### config.mk
export PLATFORM = sky130hd
export DESIGN_NAME = bus_arbiter
export DESIGN_NICKNAME = d
export VERILOG_FILES = /design/src/rtl/bus_arbiter.sv
export SDC_FILE = /design/constraint.sdc
export NUM_CORES = 1
export LEC_CHECK = 0
export ABC_AREA = 0
export BUFFER_PORTS_ARGS = -buffer_cell sky130_fd_sc_hd__buf_2
export CAP_MARGIN = 15
export CELL_PAD_IN_SITES_DETAIL_PLACEMENT = 1
export CELL_PAD_IN_SITES_GLOBAL_PLACEMENT = 2
export CORE_MARGIN = 2
export CORE_UTILIZATION = 34
export DETAILED_ROUTE_END_ITERATION = 8
export PLACE_DENSITY = 0.81
export SLEW_MARGIN = 40
export SYNTH_ARGS = -nofsm -noshare
export SYNTH_HDL_FRONTEND = slang
export SYNTH_SLANG_ARGS = --single-unit
### constraint.sdc
create_clock -name clk -period 1.89 [get_ports clk]
set_input_delay 0.378 -clock clk [delete_from_list [all_inputs] [get_ports clk]]
set_output_delay 0.378 -clock clk [all_outputs]
set_load 0.1 [all_outputs]
### src/rtl/bus_arbiter.sv
// ---------------------------------------------------------------------------
// bus_arbiter
//
// Round-robin arbiter for a shared tri-state bus. One requester at a time is
// granted the bus; every tenure ends with a one-cycle turnaround (TURN) in
// which nobody drives, so two tri-state drivers can never overlap. A tenure
// ends when the owner drops its request or after MAX_HOLD consecutive grant
// cycles. In the second case a one-cycle timeout pulse is raised.
//
// Handshake: req[i] is a level request. gnt[i] is the registered reply. The
// owner may drive the bus only while its gnt bit is high. It keeps req[i]
// high for as long as it wants the bus. Requests from other devices are not
// queued: a request that rises and falls while another device owns the bus
// is never seen.
//
// Parameters
//   NREQ      number of requesters
//   IDW       owner index width, equal to ceil(log2(NREQ))
//   MAX_HOLD  maximum consecutive grant cycles per tenure (1..255)
//
// Ports
//   clk        clock; all state changes on the rising edge
//   rst        asynchronous reset, active low
//   req        per-requester request, level sensitive
//   gnt        registered one-hot grant (all zero when nobody owns the bus)
//   bus_busy   registered OR of gnt
//   owner      registered index of the granted requester, 0 when idle
//   timeout    registered one-cycle pulse when MAX_HOLD ends a tenure
//   fsm_state  current FSM state, for debug and checkers
// ---------------------------------------------------------------------------
module bus_arbiter #(
  parameter int NREQ     = 4,
  parameter int IDW      = 2,
  parameter int MAX_HOLD = 8
) (
  input  logic            clk,
  input  logic            rst,
  input  logic [NREQ-1:0] req,
  output logic [NREQ-1:0] gnt,
  output logic            bus_busy,
  output logic [IDW-1:0]  owner,
  output logic            timeout,
  output logic [1:0]      fsm_state
);

  typedef enum logic [1:0] {
    IDLE  = 2'd0,
    GRANT = 2'd1,
    TURN  = 2'd2
  } state_t;

  state_t          state, state_n;
  logic [NREQ-1:0] gnt_n;
  logic [IDW-1:0]  owner_n;
  logic            busy_n;
  logic            timeout_n;
  logic [7:0]      hcnt, hcnt_n;
  logic [IDW-1:0]  ptr, ptr_n;

  // Arbitration result
  logic            win_found;
  logic [IDW-1:0]  win_idx;
  logic [IDW:0]    scan;

  // Index following the current owner, wrapping NREQ-1 back to 0.
  logic [IDW-1:0]  owner_next;

  assign fsm_state  = state;
  assign owner_next = (owner == IDW'(NREQ - 1)) ? '0 : owner + IDW'(1);

  // Rotating priority search. It starts at ptr and wraps. One extra bit in
  // scan keeps ptr + i from overflowing before the wrap.
  always_comb begin
    win_found = 1'b0;
    win_idx   = '0;
    scan      = '0;
    for (int i = 0; i < NREQ; i++) begin
      scan = {1'b0, ptr} + (IDW + 1)'(i);
      if (scan >= (IDW + 1)'(NREQ)) begin
        scan = scan - (IDW + 1)'(NREQ);
      end
      if (!win_found && req[scan[IDW-1:0]]) begin
        win_found = 1'b1;
        win_idx   = scan[IDW-1:0];
      end
    end
  end

  // Next state and next outputs. All outputs are registered, so this block
  // computes the values that appear after the coming edge.
  always_comb begin
    state_n   = state;
    gnt_n     = gnt;
    owner_n   = owner;
    busy_n    = bus_busy;
    timeout_n = 1'b0;
    hcnt_n    = hcnt;
    ptr_n     = ptr;

    case (state)
      IDLE, TURN: begin
        if (win_found) begin
          state_n          = GRANT;
          gnt_n            = '0;
          gnt_n[win_idx]   = 1'b1;
          owner_n          = win_idx;
          busy_n           = 1'b1;
          hcnt_n           = '0;
        end else begin
          state_n = IDLE;
          gnt_n   = '0;
          owner_n = '0;
          busy_n  = 1'b0;
        end
      end

      GRANT: begin
        // Only the owner's request matters here. Other req bits are ignored.
        if (!req[owner] || (hcnt == 8'(MAX_HOLD - 1))) begin
          state_n   = TURN;
          gnt_n     = '0;
          owner_n   = '0;
          busy_n    = 1'b0;
          hcnt_n    = '0;
          ptr_n     = owner_next;
          // Pulse only when the hold limit, not the owner, ended the tenure.
          timeout_n = req[owner];
        end else begin
          hcnt_n = hcnt + 8'd1;
        end
      end

      default: begin
        state_n = IDLE;
        gnt_n   = '0;
        owner_n = '0;
        busy_n  = 1'b0;
        hcnt_n  = '0;
      end
    endcase
  end

  always_ff @(posedge clk or negedge rst) begin
    if (!rst) begin
      state    <= IDLE;
      gnt      <= '0;
      owner    <= '0;
      bus_busy <= 1'b0;
      timeout  <= 1'b0;
      hcnt     <= '0;
      ptr      <= '0;
    end else begin
      state    <= state_n;
      gnt      <= gnt_n;
      owner    <= owner_n;
      bus_busy <= busy_n;
      timeout  <= timeout_n;
      hcnt     <= hcnt_n;
      ptr      <= ptr_n;
    end
  end

endmodule
==> qor.csv <==
metric,value,unit
synth_top_area_cell,sky130_fd_sc_hd__dfrtp_1,
period_utilization,90.2,%
grt_util_all_layers,15.6,%
first_global_vias,846,
clock_sinks,19,
initial_utilization,36.1,%
synth_seq_area_share,47.4,%
fraction_of_post_synthesis_cell_area_in_the_top_cell_type_by_area,47.4,%
cts-root-to-sink-buffers,2,
clock-skew-final,0.00396,ns
detailed_place.area,1100,sq um
clock.fmax,587,MHz
yosys_register_bits,19,
grt_setup_unrepaired,false,
mappedNetlistArea,1000,sq um
h_tree_levels,1,
detailedPlacementHpwl,1780,microns
synth_async_sr_flop_share,100,%
io-pin-count,16,
port_buffers,15,
mappedNetlistNets,104,
overflow,0,
critical_path_required,2.08,ns
timing.final.ws_setup,0.185,ns
slew_viol_final,0,
flow.area_growth_from_synthesis,12.7,%
drt-pass1-iter-count,4,
max_slew_margin,67.2,%
cts_root_buf,sky130_fd_sc_hd__clkbuf_4,
postLayoutCellArea,1130,sq um
min_period,1.70,ns
timing.final.setup_violations,0,
fin_util,40.7,%
die_w,58.3,microns
tritoncts.num_buffers,3,
critical_path.max_stage_delay,0.54,ns
num_antenna_cells,0,
antenna_violating_nets_post_route,0,
core_outline_area,2780,sq um
synthTopCellsByArea,"sky130_fd_sc_hd__dfrtp_1 47%, sky130_fd_sc_hd__a32o_1 4.0%, sky130_fd_sc_hd__a22o_1 3.5%, sky130_fd_sc_hd__nand3_1 3.5%, sky130_fd_sc_hd__ha_1 2.5%",
crit_path_max_fanout,11,
cts_setup_buffers,0,
grt_antenna_before_repair,0,
tritoncts,built,
critical_path.endpoint_type,flip-flop,
ys_warn_count,0,
vdd_ir_drop_max,0.00114,V
grt_max_degree,20,
place_ws,0.148,ns
die_h,58.3,microns
critical_path.slowest_cell,sky130_fd_sc_hd__mux4_2,
synthesis.area_per_instance,10.5,sq um
insertion_delay,0.29,ns
timing.reg2reg.worst_path_depth,4,
dieArea,3400,sq um
final.setup.tns,0,ns
vias,820,
hold_path.class,in2async,
drc_errors,0,
cts.hold.buffers_added,0,
synth-main-ff-cell,sky130_fd_sc_hd__dfrtp_1,
tightest_slew,0.495,ns
totalWireLength,2300,microns
final_cell_mix,"16 x sky130_fd_sc_hd__dfrtp_1, 15 x sky130_fd_sc_hd__buf_2, 7 x sky130_fd_sc_hd__nand3_1",
max_cap_viol_count,0,
p_per_area,1800,nW/um^2
stdcell_count,143,
startpoint_type,flip-flop,
synth_cell_types,38,
critical_path.most_common_cell,sky130_fd_sc_hd__and2_4,
number_of_resized_instances_in_the_post_cts_repair_step,0,
layout.cells.most_common,sky130_fd_sc_hd__dfrtp_1,
hold_viol_final,0,
std_cell_rows,19,
path_cells,mux4_2 > and2_4 > and2_4 > a22o_1,
clk_transition_reported_paths,0.11,ns
drt-wirelength-per-cell,16.1,microns
nNetsFinal,121,
critPathArrivalTime,1.90,ns
gpl.final_weighted_congestion,0.826,
worstSetupPathType,reg2reg,
drt_iter0_drc,15,
post_synth_inst_count,96,
synth-edff-count,0,
r2r_setup_slack,0.19,ns
power_leakage,0.502,nW
outcome,finished clean,
viasPerCell,5.73,
dp.cells,139,
layout-drive-gt1-share,26.8,%
wire_length_of_the_first_global_routing_pass,4110,microns
==> critical path, delay by kind of cell, from the launching register on <==
kind	cells	cell delay, ns
flip-flops	1	0.46
multiplexers	1	0.54
AO/OA/AOI/OAI	1	0.22
AND/OR/NAND/NOR	2	0.37
==> state kept, by name (all words and copies together), names as in the netlist <==
| register | cells |
|---|---|
| ptr | 2 |
| timeout | 1 |
| gnt | 4 |
| hcnt | 8 |
| owner | 2 |
| fsm_state | 2 |
==> cell families (layout without fill, tap and decap cells) <==
| family | Yosys count | after routing | synth area share, % |
|---|---|---|---|
| adder cells (fa/ha/maj) | 2 | 2 | 2.49 |
| AO/OA/AOI/OAI | 26 | 26 | 19.8 |
| buffers and inverters | 6 | 22 | 3.49 |
| flip-flops | 19 | 19 | 47.4 |
| multiplexers | 4 | 4 | 5.49 |
| AND/OR/NAND/NOR | 39 | 39 | 21.3 |
==> stage by stage <==
stage / hold WS (ns) / power (mW)
3_3_place_gp: 0.343 / 1.82
3_5_place_dp: 0.340 / 1.85
2_1_floorplan: 0.0824 / 1.66
4_1_cts: 0.0122 / 2.06
6_report: 0.00121 / 2.03
5_1_grt: 0.0209 / 2.16
==> worst paths after layout <==
kind | from | end
max in group asynchronous | rst | owner[0]$_DFFE_PN0P_
worst min register to register | gnt[0]$_DFFE_PN0P_ | gnt[0]$_DFFE_PN0P_
min in group clk | gnt[0]$_DFFE_PN0P_ | gnt[0]$_DFFE_PN0P_
worst max register to register | owner[0]$_DFFE_PN0P_ | owner[0]$_DFFE_PN0P_
worst max-delay path | owner[0]$_DFFE_PN0P_ | owner[0]$_DFFE_PN0P_
worst min-delay path | rst | timeout$_DFF_PN0_
==> synth_stat cells, drive strengths merged (2+ instances only) <==
| master | count |
|---|---|
| a21oi | 4 |
| nor2b | 4 |
| a31oi | 3 |
| inv | 2 |
| nand2 | 5 |
| mux2 | 2 |
| and2 | 2 |
| nand3 | 7 |
| or2 | 2 |
| ha | 2 |
| nand2b | 3 |
| o21ai | 3 |
| dfrtp | 19 |
| and3 | 2 |
| or3 | 2 |
| a32o | 4 |
| nor2 | 6 |
| a22o | 4 |
| buf | 3 |
| nor3 | 2 |
==> where the power goes <==
| group | internal, mW | switching (mW) | total, mW |
|---|---|---|---|
| Combinational | 0.280 | 0.897 | 1.18 |
| Sequential | 0.529 | 0.124 | 0.653 |
| Clock | 0.0786 | 0.126 | 0.205 |
| Total | 0.888 | 1.15 | 2.03 |
==> routing by layer <==
metal | GRT usage, % | wire, microns | vias to the layer above
met2 | 26.3 | 1080 | 14
met3 | 3.96 | 109 | 2
met1 | 20.0 | 1090 | 406
met4 | 3.65 | 19 | 0
met5 | 0 | 0 | -
li1 | - | - | 398
==> cell type report <==
class	count	area (sq um)
fillers	320	1650
multi-input cells	71	493
flip-flops and latches	19	482
repair buffers	16	82.6
well taps	31	38.8
clock buffers	3	22.5
inverters	2	7.51
clock inverters	1	5.00
No activity file was read; power rests on OpenSTA's default activity.
